**config.mk**
```make
export PLATFORM = sky130hd
export DESIGN_NAME = wb_cmd_master_flat
export DESIGN_NICKNAME = d
export VERILOG_FILES = /design/src/rtl/wb_cmd_master_if.sv /design/src/rtl/wb_cmd_master.sv /design/src/flat_wrapper.sv
export SDC_FILE = /design/constraint.sdc
export NUM_CORES = 1
export LEC_CHECK = 0
export CAP_MARGIN = 20
export CORE_ASPECT_RATIO = 0.9
export CORE_MARGIN = 2
export CORE_UTILIZATION = 39
export DETAILED_ROUTE_END_ITERATION = 10
export PLACE_DENSITY = 0.79
export SETUP_SLACK_MARGIN = 0.15
export SYNTH_ARGS = -nofsm -noshare
export SYNTH_HDL_FRONTEND = slang
export SYNTH_SLANG_ARGS = --single-unit
```
**constraint.sdc**
```tcl
create_clock -name wb_clk_i -period 1.8 [get_ports wb_clk_i]
set_input_delay 0.54 -clock wb_clk_i [delete_from_list [all_inputs] [get_ports wb_clk_i]]
set_output_delay 0.54 -clock wb_clk_i [all_outputs]
set_load 0.01 [all_outputs]
```
**src/rtl/wb_cmd_master_if.sv**
```systemverilog
// Bundle of the command stream, the response stream and the Wishbone
// initiator signals around wb_cmd_master.
//   master : view of wb_cmd_master (consumes commands, drives the bus)
//   slave  : view of the command source / response sink / Wishbone slave
interface wb_cmd_master_if #(
  parameter int ADDR_W = 6,
  parameter int DATA_W = 32
);
  localparam int SEL_W = DATA_W / 8;

  // command stream
  logic              cmd_valid;
  logic              cmd_ready;
  logic              cmd_we;
  logic [ADDR_W-1:0] cmd_adr;
  logic [DATA_W-1:0] cmd_dat;
  logic [SEL_W-1:0]  cmd_sel;
  // response stream
  logic              rsp_valid;
  logic              rsp_ready;
  logic [DATA_W-1:0] rsp_dat;
  logic [1:0]        rsp_status;
  // Wishbone initiator
  logic              wb_cyc_o;
  logic              wb_stb_o;
  logic              wb_we_o;
  logic [ADDR_W-1:0] wb_adr_o;
  logic [DATA_W-1:0] wb_dat_o;
  logic [SEL_W-1:0]  wb_sel_o;
  logic [DATA_W-1:0] wb_dat_i;
  logic              wb_ack_i;
  logic              wb_err_i;

  modport master (
    input  cmd_valid, cmd_we, cmd_adr, cmd_dat, cmd_sel,
    output cmd_ready,
    output rsp_valid, rsp_dat, rsp_status,
    input  rsp_ready,
    output wb_cyc_o, wb_stb_o, wb_we_o, wb_adr_o, wb_dat_o, wb_sel_o,
    input  wb_dat_i, wb_ack_i, wb_err_i
  );

  modport slave (
    output cmd_valid, cmd_we, cmd_adr, cmd_dat, cmd_sel,
    input  cmd_ready,
    input  rsp_valid, rsp_dat, rsp_status,
    output rsp_ready,
    input  wb_cyc_o, wb_stb_o, wb_we_o, wb_adr_o, wb_dat_o, wb_sel_o,
    output wb_dat_i, wb_ack_i, wb_err_i
  );
endinterface

```
**src/rtl/wb_cmd_master.sv**
```systemverilog
// Wishbone classic single-transfer initiator fed by a valid/ready command
// stream. One command at a time: run one bus cycle with a bounded wait,
// then return data/status on a valid/ready response stream.
// Ports:
//   wb_clk_i   clock
//   wb_rst_ni  asynchronous active-low reset
//   bus        wb_cmd_master_if.master (cmd_*, rsp_*, wb_* signals)
//   err_count  saturating count of bus-error and timeout responses
// rsp_status: 00 OK, 10 bus error, 11 timeout. All outputs are registered.
module wb_cmd_master #(
  parameter int ADDR_W  = 6,
  parameter int DATA_W  = 32,
  parameter int TIMEOUT = 16   // 2..255 cycles of stb before abort
) (
  input  logic             wb_clk_i,
  input  logic             wb_rst_ni,
  wb_cmd_master_if.master  bus,
  output logic [7:0]       err_count
);
  localparam int SEL_W = DATA_W / 8;

  localparam logic [1:0] ST_OK  = 2'b00;
  localparam logic [1:0] ST_ERR = 2'b10;
  localparam logic [1:0] ST_TO  = 2'b11;

  // wait counter value in the last allowed stb cycle
  localparam logic [7:0] CNT_LAST = 8'(TIMEOUT - 1);

  typedef enum logic [1:0] {IDLE, BUS, RESP} state_e;

  state_e            state_q, state_d;
  logic [7:0]        cnt_q, cnt_d;
  logic              cmd_ready_q, cmd_ready_d;
  logic              rsp_valid_q, rsp_valid_d;
  logic [DATA_W-1:0] rsp_dat_q, rsp_dat_d;
  logic [1:0]        rsp_status_q, rsp_status_d;
  logic              cyc_q, cyc_d;       // drives both cyc and stb
  logic              we_q, we_d;
  logic [ADDR_W-1:0] adr_q, adr_d;
  logic [DATA_W-1:0] dat_q, dat_d;
  logic [SEL_W-1:0]  sel_q, sel_d;
  logic [7:0]        err_cnt_q, err_cnt_d;

  logic accept, expired, bus_done;

  // cmd_ready is only registered high in IDLE, so it alone qualifies acceptance
  assign accept   = bus.cmd_valid & cmd_ready_q;
  assign expired  = (cnt_q == CNT_LAST);
  assign bus_done = bus.wb_err_i | bus.wb_ack_i | expired;

  // ---- state register + registered outputs
  always_ff @(posedge wb_clk_i or negedge wb_rst_ni) begin
    if (!wb_rst_ni) begin
      state_q      <= IDLE;
      cnt_q        <= '0;
      cmd_ready_q  <= 1'b0;
      rsp_valid_q  <= 1'b0;
      rsp_dat_q    <= '0;
      rsp_status_q <= ST_OK;
      cyc_q        <= 1'b0;
      we_q         <= 1'b0;
      adr_q        <= '0;
      dat_q        <= '0;
      sel_q        <= '0;
      err_cnt_q    <= '0;
    end else begin
      state_q      <= state_d;
      cnt_q        <= cnt_d;
      cmd_ready_q  <= cmd_ready_d;
      rsp_valid_q  <= rsp_valid_d;
      rsp_dat_q    <= rsp_dat_d;
      rsp_status_q <= rsp_status_d;
      cyc_q        <= cyc_d;
      we_q         <= we_d;
      adr_q        <= adr_d;
      dat_q        <= dat_d;
      sel_q        <= sel_d;
      err_cnt_q    <= err_cnt_d;
    end
  end

  // ---- next state
  always_comb begin
    state_d = state_q;
    unique case (state_q)
      IDLE:    if (accept)         state_d = BUS;
      BUS:     if (bus_done)       state_d = RESP;
      RESP:    if (bus.rsp_ready)  state_d = IDLE;
      default:                     state_d = IDLE;
    endcase
  end

  // ---- next values of the registered outputs
  always_comb begin
    cnt_d        = cnt_q;
    cmd_ready_d  = cmd_ready_q;
    rsp_valid_d  = rsp_valid_q;
    rsp_dat_d    = rsp_dat_q;
    rsp_status_d = rsp_status_q;
    cyc_d        = cyc_q;
    we_d         = we_q;
    adr_d        = adr_q;
    dat_d        = dat_q;
    sel_d        = sel_q;
    err_cnt_d    = err_cnt_q;
    unique case (state_q)
      IDLE: begin
        // also raises cmd_ready on the first edge out of reset
        cmd_ready_d = 1'b1;
        if (accept) begin
          cmd_ready_d = 1'b0;
          cyc_d       = 1'b1;
          we_d        = bus.cmd_we;
          adr_d       = bus.cmd_adr;
          dat_d       = bus.cmd_dat;
          sel_d       = bus.cmd_sel;
          cnt_d       = '0;
        end
      end
      BUS: begin
        cnt_d = cnt_q + 8'd1;
        if (bus_done) begin
          cyc_d       = 1'b0;
          rsp_valid_d = 1'b1;
          // err beats ack; either beats the timeout in the expiring cycle
          if (bus.wb_err_i) begin
            rsp_status_d = ST_ERR;
            rsp_dat_d    = '0;
          end else if (bus.wb_ack_i) begin
            rsp_status_d = ST_OK;
            rsp_dat_d    = we_q ? '0 : bus.wb_dat_i;
          end else begin
            rsp_status_d = ST_TO;
            rsp_dat_d    = '0;
          end
          if ((bus.wb_err_i || !bus.wb_ack_i) && err_cnt_q != 8'hFF)
            err_cnt_d = err_cnt_q + 8'd1;
        end
      end
      RESP: begin
        if (bus.rsp_ready) begin
          rsp_valid_d = 1'b0;
          cmd_ready_d = 1'b1;
        end
      end
      default: ;
    endcase
  end

  assign bus.cmd_ready  = cmd_ready_q;
  assign bus.rsp_valid  = rsp_valid_q;
  assign bus.rsp_dat    = rsp_dat_q;
  assign bus.rsp_status = rsp_status_q;
  assign bus.wb_cyc_o   = cyc_q;
  assign bus.wb_stb_o   = cyc_q;
  assign bus.wb_we_o    = we_q;
  assign bus.wb_adr_o   = adr_q;
  assign bus.wb_dat_o   = dat_q;
  assign bus.wb_sel_o   = sel_q;
  assign err_count      = err_cnt_q;
endmodule

```
**src/flat_wrapper.sv**
```systemverilog
// flat-port wrapper written by rule: the top's interface ports become plain ports
module wb_cmd_master_flat 
#(
  parameter int ADDR_W  = 6,
  parameter int DATA_W  = 32,
  parameter int TIMEOUT = 16                                       
)
  (wb_clk_i, wb_rst_ni, err_count, bus_cmd_valid, bus_cmd_we, bus_cmd_adr, bus_cmd_dat, bus_cmd_sel, bus_cmd_ready, bus_rsp_valid, bus_rsp_dat, bus_rsp_status, bus_rsp_ready, bus_wb_cyc_o, bus_wb_stb_o, bus_wb_we_o, bus_wb_adr_o, bus_wb_dat_o, bus_wb_sel_o, bus_wb_dat_i, bus_wb_ack_i, bus_wb_err_i);
  wb_cmd_master_if #(.ADDR_W(ADDR_W), .DATA_W(DATA_W)) bus_i ();
  input  logic wb_clk_i;
  input  logic wb_rst_ni;
  output logic [7:0] err_count;
  input wire logic [$bits(bus_i.cmd_valid)-1:0] bus_cmd_valid;
  input wire logic [$bits(bus_i.cmd_we)-1:0] bus_cmd_we;
  input wire logic [$bits(bus_i.cmd_adr)-1:0] bus_cmd_adr;
  input wire logic [$bits(bus_i.cmd_dat)-1:0] bus_cmd_dat;
  input wire logic [$bits(bus_i.cmd_sel)-1:0] bus_cmd_sel;
  output wire logic [$bits(bus_i.cmd_ready)-1:0] bus_cmd_ready;
  output wire logic [$bits(bus_i.rsp_valid)-1:0] bus_rsp_valid;
  output wire logic [$bits(bus_i.rsp_dat)-1:0] bus_rsp_dat;
  output wire logic [$bits(bus_i.rsp_status)-1:0] bus_rsp_status;
  input wire logic [$bits(bus_i.rsp_ready)-1:0] bus_rsp_ready;
  output wire logic [$bits(bus_i.wb_cyc_o)-1:0] bus_wb_cyc_o;
  output wire logic [$bits(bus_i.wb_stb_o)-1:0] bus_wb_stb_o;
  output wire logic [$bits(bus_i.wb_we_o)-1:0] bus_wb_we_o;
  output wire logic [$bits(bus_i.wb_adr_o)-1:0] bus_wb_adr_o;
  output wire logic [$bits(bus_i.wb_dat_o)-1:0] bus_wb_dat_o;
  output wire logic [$bits(bus_i.wb_sel_o)-1:0] bus_wb_sel_o;
  input wire logic [$bits(bus_i.wb_dat_i)-1:0] bus_wb_dat_i;
  input wire logic [$bits(bus_i.wb_ack_i)-1:0] bus_wb_ack_i;
  input wire logic [$bits(bus_i.wb_err_i)-1:0] bus_wb_err_i;
  assign bus_i.cmd_valid = bus_cmd_valid;
  assign bus_i.cmd_we = bus_cmd_we;
  assign bus_i.cmd_adr = bus_cmd_adr;
  assign bus_i.cmd_dat = bus_cmd_dat;
  assign bus_i.cmd_sel = bus_cmd_sel;
  assign bus_cmd_ready = bus_i.cmd_ready;
  assign bus_rsp_valid = bus_i.rsp_valid;
  assign bus_rsp_dat = bus_i.rsp_dat;
  assign bus_rsp_status = bus_i.rsp_status;
  assign bus_i.rsp_ready = bus_rsp_ready;
  assign bus_wb_cyc_o = bus_i.wb_cyc_o;
  assign bus_wb_stb_o = bus_i.wb_stb_o;
  assign bus_wb_we_o = bus_i.wb_we_o;
  assign bus_wb_adr_o = bus_i.wb_adr_o;
  assign bus_wb_dat_o = bus_i.wb_dat_o;
  assign bus_wb_sel_o = bus_i.wb_sel_o;
  assign bus_i.wb_dat_i = bus_wb_dat_i;
  assign bus_i.wb_ack_i = bus_wb_ack_i;
  assign bus_i.wb_err_i = bus_wb_err_i;
  wb_cmd_master #(.ADDR_W(ADDR_W), .DATA_W(DATA_W), .TIMEOUT(TIMEOUT)) u_core (.wb_clk_i(wb_clk_i), .wb_rst_ni(wb_rst_ni), .bus(bus_i), .err_count(err_count));
endmodule
```
==> results.txt, run 1 <==
status: complete, but fails checks
failing checks: negative setup slack
P&R area growth vs syn: 64.1%
mean post-synth cell area: 9.61 um^2
CTS Hold Buffers Added: 0
CTS buffer count: 9
Final #Nets: 717
slowest stage cell, crit path: or4_4
GRT overflow: 0
CP max stage delay: 0.56 ns
Worst Setup Start Kind: flop
Final ANT Viol Nets: 0
Die Wd: 112 um
vias in the first global route: 3763
sequential area share after synthesis: 0.595
die area: 11400 um^2
max-cap viol count: 0
Cell Rows: 35
Crit Path Class: flop to flop
RSZ-0062 raised after global routing: true
PD cells: 1590 nW/um^2
drt via density: 4.71
detailed placer's ending HPWL: 7480 um
final-report hold violation count: 0
Setup-failing EPs final: 44
min setup slack post-route: -0.139 ns
minimum clock period: 1.94 ns
Starting Density: 0.402
input/output buffers: 169
ANT cells: 0
critical path cell sequence: or4_4, buf_6, o21ai_4, nand2_4, buf_12, buf_16, mux2i_1
setup_tns: -2.54 ns
Hold WC Path Type: input pin to async pin
Mapped Cells: 429
1st-iter DRT viols: 199
VDD IR max: 0.895 mV
H-tree levels: 3
via count: 3620
CTS clk-pin slew, worst paths: 0.07 ns
pin count of the biggest net entering global routing: 99
Max Freq: 516 MHz
Yosys warnings: 0
Syn Std Cell Area: 4120 um^2
# clock sinks: 98
most frequent cells in the layout: nand2_1, dfrtp_1, dlygate4sd2_1
synthesis-stage register bit count: 98
Crit. End Element: flop
drt pass-1 iters: 5
TritonCTS clock tree: done
Worst EP arrival: 2.16 ns
worst-margin pin slew: 0.523 ns
CTS Buffer Depth: 2
Worst-Skew Late Latency: 0.34 ns
boundary pin count: 170
Setup Skew: 0.00758 ns
CP top delay family: simple AND/OR/NAND/NOR gates
post-synthesis net count: 512
Leakage: 3.54 nW
commonest non-fill, non-tap cell in the layout: nand2_1
core area: 10200 um^2
Routed WL per cell: 14.6 um
RePlAce Congestion: 0.772
die span in y: 102 um
peak fanout along the critical path: 6
initial antenna violation count: 0
first-pass GRT wire length: 18300 um
worst path buffer plus inverter count: 3
Cell variety after synth: 33
layout cells sized above 1: 0.144
Hold WS: 0.252 ns
Routed WL: 11200 um
Slew headroom: 0.651
CP required: 2.02 ns
Tot Pwr: 10.7 mW
# DRC: 0
count of pins over their slew limit: 0
fin crit share: 1.08
Root Driver: clkbuf_16
Total Routing Usage GR: 0.202
-- cell usage after synthesis, drive strengths merged --
cell type	number	area [um^2]
dfrtp	98	2450
or4	1	11.3
clkbuf	11	41.3
nor3	7	40.0
o31a	1	17.5
o22ai	1	6.26
a21o	1	7.51
nor4	2	25.0
nand2	175	659
nor2b	1	6.26
nor4bb	1	10.0
and3	3	18.8
buf	8	42.5
o21ai	10	50.0
nand4	3	18.8
xor2	6	52.6
inv	35	131
a21oi	3	15.0
o31ai	1	7.51
nand3	7	35.0
nand2b	3	18.8
mux2i	34	340
ha	2	25.0
nor3b	1	7.51
or2	1	6.26
mux2	3	33.8
o2bb2ai	1	8.76
nor2	9	33.8
-- area by class of cell --
cell class,count,area (um^2)
well taps,129,161
clock buffers,11,243
inverters,35,131
fillers,812,3480
repair buffers,213,2070
flip-flops and latches,98,2450
multi-input cells,277,1630
clock inverters,5,77.6
-- final timing paths --
path                                               from                 endpoint  slack, ns  cells after the start
worst min-delay path                          wb_rst_ni      u_core.err_count[5]       0.25                      2
worst min register to register  u_core.bus.wb_dat_o[17]  u_core.bus.wb_dat_o[17]       0.47                      2
min in group wb_clk_i           u_core.bus.wb_dat_o[17]  u_core.bus.wb_dat_o[17]       0.47                      2
worst max register to register          u_core.cnt_q[6]   u_core.bus.rsp_dat[23]      -0.14                      7
worst max-delay path                    u_core.cnt_q[6]   u_core.bus.rsp_dat[23]      -0.14                      7
max in group asynchronous                     wb_rst_ni  u_core.bus.wb_dat_o[27]       1.15                      2
-- through the flow --
step / util / instances / area [um^2] / worst slack (ns)
2_1_floorplan: - / 429 / 4150 / -0.117
3_3_place_gp: 0.609 / 737 / 6240 / -0.159
3_5_place_dp: 0.609 / 737 / 6240 / -0.191
4_1_cts: 0.649 / 763 / 6650 / -0.0890
5_1_grt: 0.660 / 768 / 6760 / -0.188
6_report: 0.660 / 768 / 6760 / -0.139
-- registers in the layout (all words and copies together) (netlist names), 2 cells and up --
name                   flops
u_core.bus.wb_adr_o        6
u_core.state_q             2
u_core.err_count           8
u_core.bus.wb_dat_o       32
u_core.bus.rsp_dat        32
u_core.bus.rsp_status      2
u_core.bus.wb_sel_o        4
u_core.cnt_q               8
-- layer usage --
layer  part of all wire  vias up  routed length [um]  global-route usage
met4              0.024        0                 265              0.0807
met3              0.079       24                 880              0.0748
met5                  0        -                   0                   0
li1                   -     1760                   -                   -
met2               0.48      141                5370               0.329
met1               0.42     1695                4670               0.247
-- timing repair --
action                                  4_1_cts  5_1_grt
setup buffers                                 7        5
gates resized for setup                     108       20
endpoints found under the setup margin      132       48
cloned                                        3        0
pin swaps                                     5        7
-- report_power, final --
part           switching [mW]  total [mW]  internal [mW]
Clock                   0.797        2.05           1.25
Sequential              0.565        3.78           3.21
Combinational            2.49        4.91           2.41
-- kinds of logic after synthesis --
logic type,share of synthesized area
XOR/XNOR,0.0127
adder cells (fa/ha/maj),0.00607
multiplexers,0.0907
flip-flops,0.595
AO/OA/AOI/OAI,0.0273
AND/OR/NAND/NOR,0.216
buffers and inverters,0.0522
Power figures use the tool's default switching activity.
==> run 2, diff against run 1 <==
- TNS_END_PERCENT: unset -> 5
- clock period: 1.8 -> 1.75 ns (I/O delays scaled with it)
==> results.txt, run 2 (synthesis gave the netlist of run 1 again) <==
commonest non-fill, non-tap cell in the layout: nand2_1
Worst EP arrival: 2.09 ns
Leakage: 3.43 nW
detailed placer's ending HPWL: 7740 um
Crit. End Element: flop
layout cells sized above 1: 0.116
PD cells: 1620 nW/um^2
CTS clk-pin slew, worst paths: 0.06 ns
drt pass-1 iters: 4
first-pass GRT wire length: 17800 um
Cell Rows: 35
Cells after DPL: 740
Starting Density: 0.402
status: complete, but fails checks
Worst Setup Start Kind: flop
Setup-failing EPs final: 8
input/output buffers: 169
Routed WL per cell: 14.2 um
GRT overflow: 0
setup slack, reg-to-reg: -0.12 ns
VDD IR max: 0.897 mV
1st-iter DRT viols: 122
# clock sinks: 98
drt via density: 4.69
initial antenna violation count: 0
worst-margin pin slew: 0.532 ns
Setup Skew: 0.00494 ns
Hold WC Path Type: input pin to async pin
Final #Nets: 708
boundary pin count: 170
count of pins over their slew limit: 0
# DRC: 0
slowest stage cell, crit path: or4_4
area of the multi-input gates: 1560 um^2
CP top delay family: simple AND/OR/NAND/NOR gates
Root Driver: clkbuf_16
Hold WS: 0.222 ns
minimum clock period: 1.87 ns
worst path buffer plus inverter count: 0
cell count of the worst reg-to-reg path: 4
failing checks: negative setup slack
Worst-Skew Late Latency: 0.34 ns
fin crit share: 1.07
FF+latch area: 2450 um^2
Reg2Reg Capture Point: u_core.err_count[6]
via count: 3560
die span in y: 102 um
Fill cells: 870
peak fanout along the critical path: 6
Routed WL: 10700 um
Max Freq: 535 MHz
pin count of the biggest net entering global routing: 99
min setup slack post-route: -0.119 ns
Die Wd: 112 um
die area: 11400 um^2
Layout Cells excl Fill: 759
Total Routing Usage GR: 0.195
TritonCTS clock tree: done
RSZ-0062 raised after global routing: true
core area: 10200 um^2
Tot Pwr: 10.5 mW
final-report hold violation count: 0
vias in the first global route: 3724
Final ANT Viol Nets: 0
most frequent cells in the layout: nand2_1, dfrtp_1, dlygate4sd2_1
critical path cell sequence: or4_4, o31a_4, nor3_2, mux2_4
CTS Hold Buffers Added: 0
H-tree levels: 3
Crit Path Class: flop to flop
P&R area growth vs syn: 57.9%
RePlAce Congestion: 0.798
max-cap viol count: 0
CP required: 1.97 ns
Slew headroom: 0.645
ANT cells: 0
CTS Buffer Depth: 2
CP max stage delay: 0.54 ns
worst r2r src: u_core.cnt_q[7]
CTS buffer count: 9
-- run 2: cell count changes in the layout (fill, tap and decap cells not counted), sizes merged --
cell and delta:
clkdlybuf4s15 +5, dlygate4sd2 -5, buf -9, clkbuf -1, clkinv +2, bufinv -1
-- run 2: how the worst max path moves through the flow --
stage	endpoint	from	cells after the start
finish	u_core.err_count[6]	u_core.cnt_q[7]	4
CTS	u_core.err_count[7]	u_core.cnt_q[7]	4
detailed placement	u_core.err_count[5]	bus_wb_ack_i	5
global placement	u_core.err_count[7]	bus_wb_ack_i	4
floorplan	u_core.err_count[7]	u_core.cnt_q[5]	4
global route	u_core.err_count[5]	u_core.cnt_q[7]	5
-- run 2: per-stage QoR --
step           utilization  TNS [ns]  instance area [um^2]  setup slack, ns
2_1_floorplan            -    -0.770                  4130           -0.167
3_3_place_gp         0.609     -7.77                  6240           -0.205
3_5_place_dp         0.609    -10.70                  6240           -0.249
4_1_cts              0.631    -0.775                  6470           -0.127
5_1_grt              0.635     -2.09                  6510           -0.177
6_report             0.635    -0.727                  6510           -0.119
-- run 2: repair_timing --
action,in CTS,in global routing
buffers inserted,2,1
setup endpoints to repair,132,60
gates resized for setup,108,6
pin swaps,4,2
-- run 2: per-layer routing --
metal | vias up | part of all wire | global-route usage
li1 | 1733 | - | -
met4 | 0 | 0.018 | 0.0600
met1 | 1681 | 0.42 | 0.238
met3 | 17 | 0.086 | 0.0748
met5 | - | 0 | 0
met2 | 129 | 0.47 | 0.326
-- run 2: power breakdown --
group	internal, mW	switching, mW	total, mW
Sequential	3.30	0.579	3.88
Clock	1.10	0.838	1.94
Combinational	2.26	2.45	4.71
Total	6.66	3.86	10.5
-- run 2: final cells by class --
type / count / area share
Tap cell: 129 / 0.0248
Multi-Input combinational cell: 277 / 0.240
Sequential cell: 98 / 0.377
Clock inverter: 6 / 0.00884
Timing Repair Buffer: 204 / 0.294
Clock buffer: 10 / 0.0352
Inverter: 35 / 0.0202
-- run 2: worst register-to-register path, stage by stage (launching register included) --
cell	delay [ns]
dfrtp_1	0.38
or4_4	0.54
o31a_4	0.35
nor3_2	0.17
mux2_4	0.32
==> run 3, diff against run 2 <==
- CORE_UTILIZATION: 39 -> 25
- PLACE_DENSITY: 0.79 -> unset
- clock period: 1.75 -> 1.8 ns (I/O delays scaled with it)
==> results.txt, run 3 (synthesis gave the netlist of run 1 again) <==
vias in the first global route: 3669
Setup-failing EPs final: 4
Total Routing Usage GR: 0.131
Routed WL per cell: 13.4 um
PD cells: 1560 nW/um^2
slowest stage cell, crit path: or4_4
drt pass-1 iters: 4
Flop pwr share: 0.374
count of pins over their slew limit: 0
Root Driver: clkbuf_16
initial antenna violation count: 0
most frequent cells in the layout: nand2_1, dfrtp_1, dlygate4sd2_1
# clock sinks: 98
P&R area growth vs syn: 58.5%
dpl ws: -0.215 ns
core area: 16100 um^2
Comb power frac: 0.440
fin crit share: 1.04
CTS buffer count: 9
CP max stage delay: 0.54 ns
minimum clock period: 1.87 ns
Crit Path Class: flop to flop
1st-iter DRT viols: 108
setup_tns: -0.253 ns
Routed WL: 11100 um
pin count of the biggest net entering global routing: 99
first-pass GRT wire length: 18500 um
Int Pwr: 6.43 mW
Worst-Skew Late Latency: 0.34 ns
detailed placer's ending HPWL: 7860 um
# DRC: 0
cell count of the worst reg-to-reg path: 4
Tot Pwr: 10.2 mW
Setup Skew: 0.00830 ns
worst-margin pin slew: 0.557 ns
peak fanout along the critical path: 7
layout cells sized above 1: 0.0992
Hold WC Path Type: input pin to async pin
Final #Nets: 703
failing checks: negative setup slack
Max Freq: 534 MHz
Crit. End Element: flop
status: complete, but fails checks
crit path from: u_core.cnt_q[7]
die area: 17500 um^2
RePlAce Congestion: 0.757
worst path buffer plus inverter count: 0
critical path cell sequence: or4_4, o31a_4, nor4_4, mux2_4
Sw Ratio: 0.368
Worst EP arrival: 2.10 ns
Die Wd: 139 um
H-tree levels: 3
setup slack, reg-to-reg: -0.07 ns
boundary pin count: 170
CTS Hold Buffers Added: 0
worst r2r src: u_core.cnt_q[7]
CTS Buffer Depth: 2
input/output buffers: 169
max-cap viol count: 0
GRT overflow: 0
VDD IR max: 0.576 mV
via count: 3522
TritonCTS clock tree: done
CP top delay family: simple AND/OR/NAND/NOR gates
CP required: 2.03 ns
drt via density: 4.23
commonest non-fill, non-tap cell in the layout: nand2_1
RSZ-0062 raised after global routing: true
ANT cells: 0
die span in y: 126 um
Final ANT Viol Nets: 0
CTS clk-pin slew, worst paths: 0.07 ns
Cell Rows: 44
final-report hold violation count: 0
NetSw: 3.74 mW
Reg2Reg Capture Point: u_core.err_count[7]
min setup slack post-route: -0.0728 ns
Starting Density: 0.256
Leakage: 3.41 nW
Worst Setup Start Kind: flop
Slew headroom: 0.629
clock power share: 0.186
==> run 3: cell count changes in the layout (fill, tap and decap cells not counted), moves of 2 or more <==
cell      before  now
buf_2          2    0
buf_4         30   25
clkinv_2       4    2
nor3_1         1    4
nor3_4         4    2
==> run 3: worst max path at each step <==
stage                               end  slack [ns]  cells past startpoint
floorplan           u_core.err_count[7]       -0.12                      4
global placement    u_core.err_count[7]       -0.18                      4
detailed placement  u_core.err_count[7]       -0.21                      4
CTS                 u_core.err_count[1]       -0.09                      4
global route        u_core.err_count[2]       -0.14                      5
finish              u_core.err_count[7]       -0.07                      4
==> run 3: power groups by stage <==
stage	combinational [mW]	sequential, mW	clock [mW]
6_report	4.48	3.81	1.89
3_5_place_dp	5.10	3.90	0
5_1_grt	4.93	3.97	2.09
2_1_floorplan	1.68	4.27	0
3_3_place_gp	4.99	3.85	0
4_1_cts	4.56	3.82	1.99
==> run 3: layout make-up <==
type | instances | area, um^2
Sequential cell | 98 | 2450
Clock inverter | 5 | 55.1
Tap cell | 207 | 259
Timing Repair Buffer | 199 | 1880
Multi-Input combinational cell | 277 | 1520
Fill cell | 1594 | 9590
Clock buffer | 11 | 233
Inverter | 35 | 131
==> run 3: timing repair <==
item	4_1_cts	5_1_grt
setup endpoints to repair	133	74
setup buffers	5	0
resized for setup	96	8
pin swaps	2	0
==> run 3: per-stage QoR <==
step | utilization | area (um^2) | instances | hold slack (ns)
2_1_floorplan | - | 4130 | 429 | 0.244
3_3_place_gp | 0.390 | 6290 | 811 | 0.458
3_5_place_dp | 0.390 | 6290 | 811 | 0.466
4_1_cts | 0.405 | 6530 | 832 | 0.278
5_1_grt | 0.405 | 6540 | 832 | 0.253
6_report | 0.405 | 6540 | 832 | 0.201
==> run 3: layer usage <==
metal,vias to the layer above,GRT usage,routed length (um)
met5,-,0,0
met4,0,0.0547,212
met2,101,0.217,5280
li1,1730,-,-
met3,14,0.0445,818
met1,1677,0.157,4820
